--- src/rtl/booth_radix4_mult.sv ---
// booth_radix4_mult: sequential radix-4 Booth multiplier, two multiplier bits per cycle,
// signed/unsigned per operation, start/valid handshake with a held result.
module booth_radix4_mult #(
    parameter int WIDTH = 8
) (
    input  logic                 clk,
    input  logic                 rst,
    input  logic                 start,
    input  logic                 signed_mode,
    input  logic [WIDTH-1:0]     X,
    input  logic [WIDTH-1:0]     Y,
    output logic                 busy,
    output logic                 valid,
    output logic [2*WIDTH-1:0]   Z
);
    localparam int E  = WIDTH + 2;
    localparam int N  = E / 2;
    localparam int CW = $clog2(N) + 1;

    typedef enum logic [1:0] {IDLE, RUN, DONE} state_t;

    state_t          r_state, w_next;
    logic [E-1:0]    r_m;
    logic [E+1:0]    r_a;
    logic [E:0]      r_q;
    logic [CW-1:0]   r_cnt;
    logic            w_accept, w_last;
    logic [E-1:0]    w_x_ext, w_y_ext;
    logic [E+1:0]    w_op, w_sum;
    logic [2*E+2:0]  w_sh;

    assign w_accept = start && (r_state != RUN);
    assign w_last   = (r_cnt == CW'(N - 1));
    assign w_x_ext  = {{2{signed_mode & X[WIDTH-1]}}, X};
    assign w_y_ext  = {{2{signed_mode & Y[WIDTH-1]}}, Y};
    // Booth digit magnitude; the sign comes from q[2] via invert-plus-carry
    assign w_op  = (r_q[2:0] == 3'b011 || r_q[2:0] == 3'b100) ? {r_m[E-1], r_m, 1'b0} :
                   (r_q[2:0] == 3'b000 || r_q[2:0] == 3'b111) ? '0 : {{2{r_m[E-1]}}, r_m};
    assign w_sum = r_a + (r_q[2] ? ~w_op : w_op) + {{(E+1){1'b0}}, r_q[2]};
    assign w_sh  = {{2{w_sum[E+1]}}, w_sum, r_q[E:2]};
    assign busy  = (r_state == RUN);
    assign valid = (r_state == DONE);

    always_comb begin
        w_next = r_state;
        case (r_state)
            IDLE:    w_next = start ? RUN : IDLE;
            RUN:     w_next = w_last ? DONE : RUN;
            default: w_next = start ? RUN : IDLE;
        endcase
    end

    always_ff @(posedge clk or negedge rst) begin
        if (!rst) r_state <= IDLE;
        else      r_state <= w_next;
    end

    always_ff @(posedge clk or negedge rst) begin
        if (!rst) begin
            r_m   <= '0;
            r_a   <= '0;
            r_q   <= '0;
            r_cnt <= '0;
            Z     <= '0;
        end else if (w_accept) begin
            r_m   <= w_x_ext;
            r_a   <= '0;
            r_q   <= {w_y_ext, 1'b0};
            r_cnt <= '0;
        end else if (r_state == RUN) begin
            r_a   <= w_sh[2*E+2:E+1];
            r_q   <= w_sh[E:0];
            r_cnt <= r_cnt + CW'(1);
            // low 2*WIDTH bits of {A,Q[E:1]} after the final shift
            if (w_last) Z <= w_sh[2*WIDTH:1];
        end
    end
endmodule
--- config.mk ---
export PLATFORM = sky130hd
export DESIGN_NAME = booth_radix4_mult
export DESIGN_NICKNAME = d
export VERILOG_FILES = /design/src/rtl/booth_radix4_mult.sv
export SDC_FILE = /design/constraint.sdc
export NUM_CORES = 1
export LEC_CHECK = 0
export ABC_CLOCK_PERIOD_IN_PS = 4200
export BUFFER_PORTS_ARGS = -buffer_cell sky130_fd_sc_hd__buf_2
export CELL_PAD_IN_SITES_DETAIL_PLACEMENT = 2
export CELL_PAD_IN_SITES_GLOBAL_PLACEMENT = 2
export CORE_MARGIN = 8
export CORE_UTILIZATION = 30
export CTS_CLUSTER_DIAMETER = 40
export DETAILED_ROUTE_END_ITERATION = 8
export PLACE_DENSITY = 0.72
export SLEW_MARGIN = 20
export SYNTH_ARGS = -nofsm -noshare
export SYNTH_HDL_FRONTEND = slang
export SYNTH_SLANG_ARGS = --single-unit
--- constraint.sdc ---
create_clock -name clk -period 4.2 [get_ports clk]
set_clock_uncertainty 0.1 [all_clocks]
set_input_delay 0.42 -clock clk [delete_from_list [all_inputs] [get_ports clk]]
set_output_delay 0.42 -clock clk [all_outputs]
set_load 0.02 [all_outputs]
==> flow_summary.html <==
<table>
<tr><th>Metric</th><th>Value</th></tr>
<tr><th colspan="2">Run status</th></tr>
<tr><td>Result of the run</td><td>completed</td></tr>
<tr><th colspan="2">Synthesis</th></tr>
<tr><td>Number of flops mapped to enable cells by yosys</td><td>0</td></tr>
<tr><td>Dominant register cell in the synthesized netlist</td><td>dfrtp_1</td></tr>
<tr><td>Cell type with the largest total area after synthesis</td><td>dfrtp_1</td></tr>
<tr><td>Flip-flop and latch count after synthesis</td><td>between 50 and 60</td></tr>
<tr><td>Ys async rst share</td><td>100.0%</td></tr>
<tr><td>Avg Synthesized Cell Area</td><td>8.655 sq um</td></tr>
<tr><td>Nets in the synthesized netlist</td><td>roughly 380</td></tr>
<tr><td>Ys Warns</td><td>0</td></tr>
<tr><td>Portion of synthesized cell area occupied by the leading cell type</td><td>42.83%</td></tr>
<tr><td>Number of library cell types mapped by synthesis</td><td>48</td></tr>
<tr><td>Post-Syn Area</td><td>0.003038 sq mm</td></tr>
<tr><td>Synthesized instance count</td><td>about 350</td></tr>
<tr><td>Sequential cell area fraction in the yosys report</td><td>42.83%</td></tr>
<tr><td>Ranking of synthesized cells by area</td><td>dfrtp_1, nand2_1, o21ai_0, ha_1, a21oi_1</td></tr>
<tr><th colspan="2">STA</th></tr>
<tr><td>Final hold violation count</td><td>0</td></tr>
<tr><td>Total negative slack</td><td>0 ps</td></tr>
<tr><td>Final period demand of the worst path</td><td>3327 ps</td></tr>
<tr><td>Worst Max-Slew Pin Slew</td><td>942.5 ps</td></tr>
<tr><td>Post-route clock period utilization</td><td>approximately four fifths</td></tr>
<tr><td>F_max</td><td>between 300 and 400 MHz</td></tr>
<tr><td>Final setup fails</td><td>0</td></tr>
<tr><td>RSZ-0062 raised after global routing</td><td>false</td></tr>
<tr><td>Final Max Tran Viols</td><td>0</td></tr>
<tr><td>Max-Slew Margin vs Limit</td><td>37.17%</td></tr>
<tr><th colspan="2">Global route</th></tr>
<tr><td>Initial antenna violation count</td><td>0</td></tr>
<tr><td>Remaining Overflow, GRT</td><td>0</td></tr>
<tr><td>Overall track demand over capacity in global routing</td><td>13.46%</td></tr>
<tr><td>Via count of the first global-routing pass</td><td>2996</td></tr>
<tr><td>Wire length of the first global-routing pass</td><td>14.57 mm</td></tr>
<tr><td>Largest net degree at the start of global routing</td><td>33</td></tr>
<tr><th colspan="2">Worst setup path</th></tr>
<tr><td>Worst path required time</td><td>~4300 ps</td></tr>
<tr><td>Reg2reg start</td><td>r_q[0]</td></tr>
<tr><td>Endpoint of the most critical register-to-register path</td><td>Z[14]</td></tr>
<tr><td>Kind of capture point of the worst setup path</td><td>flip-flop</td></tr>
<tr><td>Arr. time, crit path</td><td>~3400 ps</td></tr>
<tr><td>Sort of element at the start of the critical path</td><td>flip-flop</td></tr>
<tr><td>Start-to-end type of the worst setup path</td><td>flip-flop to flip-flop</td></tr>
<tr><td>Cells on worst reg2reg path</td><td>11</td></tr>
<tr><td>Setup slack of the worst register-to-register path</td><td>870 ps</td></tr>
<tr><td>Max FO, Critical Path</td><td>28</td></tr>
<tr><th colspan="2">CTS</th></tr>
<tr><td>Max clock buf depth</td><td>2</td></tr>
<tr><td>CTS H-tree depth</td><td>2</td></tr>
<tr><td>Clock latency at the later pin of the worst-skew pair</td><td>330 ps</td></tr>
<tr><td>CTS Sinks</td><td>52</td></tr>
<tr><td>Post-CTS repair timing setup buffer count</td><td>0</td></tr>
<tr><td>CTS Root Cell</td><td>clkbuf_8</td></tr>
<tr><td>Register clock-pin slew on the reported worst setup and hold paths</td><td>approximately 110 ps</td></tr>
<tr><td>CTS buffer count</td><td>5</td></tr>
<tr><td>Clock tree from TritonCTS</td><td>yes</td></tr>
<tr><th colspan="2">Cells and area</th></tr>
<tr><td>Nets@finish</td><td>just over 400</td></tr>
<tr><td>Most frequent cells in the layout</td><td>nand2_1, dfrtp_1, o21ai_0</td></tr>
<tr><td>Most common cell after layout, fill and taps aside</td><td>nand2_1</td></tr>
<tr><td>Layout overhead on the synthesized area</td><td>13.10%</td></tr>
<tr><td>Share of post-route cells with drive strength above 1</td><td>16.84%</td></tr>
<tr><td>Inserted Diodes</td><td>0</td></tr>
<tr><td>Post-Layout Inst Area</td><td>0.003436 sq mm</td></tr>
<tr><th colspan="2">Floorplan</th></tr>
<tr><td>Chip width</td><td>116.6 um</td></tr>
<tr><td>Initial Util</td><td>just over 30%</td></tr>
<tr><td>Die Y</td><td>116.6 um</td></tr>
<tr><td>Total Die Area</td><td>about 0.014 sq mm</td></tr>
<tr><td>I/O pin count</td><td>38</td></tr>
<tr><td>Num rows</td><td>36</td></tr>
<tr><td>Area inside the core boundary</td><td>roughly 0.01 sq mm</td></tr>
<tr><th colspan="2">Routing</th></tr>
<tr><td>Detail-routed via count per cell</td><td>5.199</td></tr>
<tr><td>Residual DRC count</td><td>0</td></tr>
<tr><td>Overall routed net length</td><td>8.574 mm</td></tr>
<tr><td>Detailed Routing Iterations Pass 1</td><td>4</td></tr>
<tr><td>Remaining antenna violation count after routing</td><td>0</td></tr>
<tr><td>Drt initial violations</td><td>67</td></tr>
<tr><td>Vias after detailed routing</td><td>2667</td></tr>
<tr><td>Detailed-route wire length per cell</td><td>16.71 um</td></tr>
<tr><th colspan="2">Place</th></tr>
<tr><td>Post-detail-place hpwl</td><td>6.309 mm</td></tr>
<tr><td>Number of I/O port buffers</td><td>37</td></tr>
<tr><td>Placer's final routability congestion estimate</td><td>0.7804</td></tr>
<tr><td>Total cell area at the placement stage</td><td>approximately 0.0033 sq mm</td></tr>
<tr><th colspan="2">Hold path</th></tr>
<tr><td>Number of cells on the worst hold path</td><td>2</td></tr>
<tr><td>Class of the tightest hold or removal check</td><td>primary input to flip-flop</td></tr>
<tr><td>Hold wc startpoint</td><td>X[6]</td></tr>
<tr><td>Hold-critical path endpoint</td><td>r_m[6]</td></tr>
<tr><th colspan="2">Flow run</th></tr>
<tr><td>Max Cap Violations</td><td>0</td></tr>
</table>
-- cells in the mapped netlist, types with 7 or more instances --
cell / count
mux2i_1: 9
ha_1: 11
nor2_1: 21
a21oi_1: 18
inv_1: 11
clkbuf_1: 15
o21ai_0: 42
dfrtp_1: 52
nand3_1: 10
nand2_1: 72
maj3_1: 7
mux2_2: 8
o22ai_1: 7
-- kinds of logic (layout without fill, tap and decap cells) --
group,Yosys count,after routing,synth area share [%]
AO/OA/AOI/OAI,95,95,18.70
flip-flops,52,52,42.83
buffers and inverters,33,62,4.365
multiplexers,18,18,6.425
AND/OR/NAND/NOR,130,130,18.78
adder cells (fa/ha/maj),19,19,7.496
XOR/XNOR,4,4,1.401
-- sequential cells by signal (all words and copies together) (netlist names) --
register,cells
Z,16
r_a,10
r_cnt,4
r_m,9
r_q,11
r_state,2
-- routing by layer --
layer	wire (um)	up-vias	part of all wire [%]	GRT usage [%]
met5	0	-	0	0
met4	35	0	0.41	2.474
met3	321	2	3.7	3.464
met2	4267	36	50	23.96
met1	3950	1356	46	16.08
li1	-	1273	-	-
-- metrics by stage --
step                      hold WS [ps]  instances  setup slack [ps]  utilization, %
after floorplan                  24.41        351              1352               -
after global placement           345.2        504              1030           33.97
after detailed placement         358.4        504             868.9           33.97
after CTS                        215.1        513             862.2           34.99
after global routing             216.7        513             590.2           34.99
final                            218.3        513             873.5           34.99
-- worst max-delay path, cell delays in order (launching register included) --
cell and delay (ps):
dfrtp_1 970, maj3_1 300, nor2_1 40, a211oi_1 320, inv_1 110, fa_1 430, nor2b_1 130, o21ai_1 90
a21oi_1 200, o21ai_1 130, a21boi_0 280, o31ai_1 110
-- cell type report --
class | instances | area, sq um
clock buffers | 5 | 68.82
fillers | 1187 | 6384
flip-flops and latches | 52 | 1301
well taps | 133 | 166.4
repair buffers | 43 | 232.7
multi-input cells | 266 | 1604
inverters | 11 | 41.29
clock inverters | 3 | 21.27
-- worst max path at each step --
stage / startpoint / end / cells after the start
global placement: r_q[0] / Z[14] / 11
global route: r_q[1] / r_a[10] / 12
finish: r_q[0] / Z[14] / 11
detailed placement: r_q[0] / Z[14] / 11
floorplan: r_q[2] / Z[15] / 12
CTS: r_q[0] / Z[14] / 11
-- what timing repair did --
item                                   CTS  global route
endpoints found under the hold margin   13             0
resized for setup                        0             0
hold buffers                             1             0
Power is left out: the tool's default activity adds up to more than one toggle a clock period on the data nets, which glitch-free logic cannot reach.
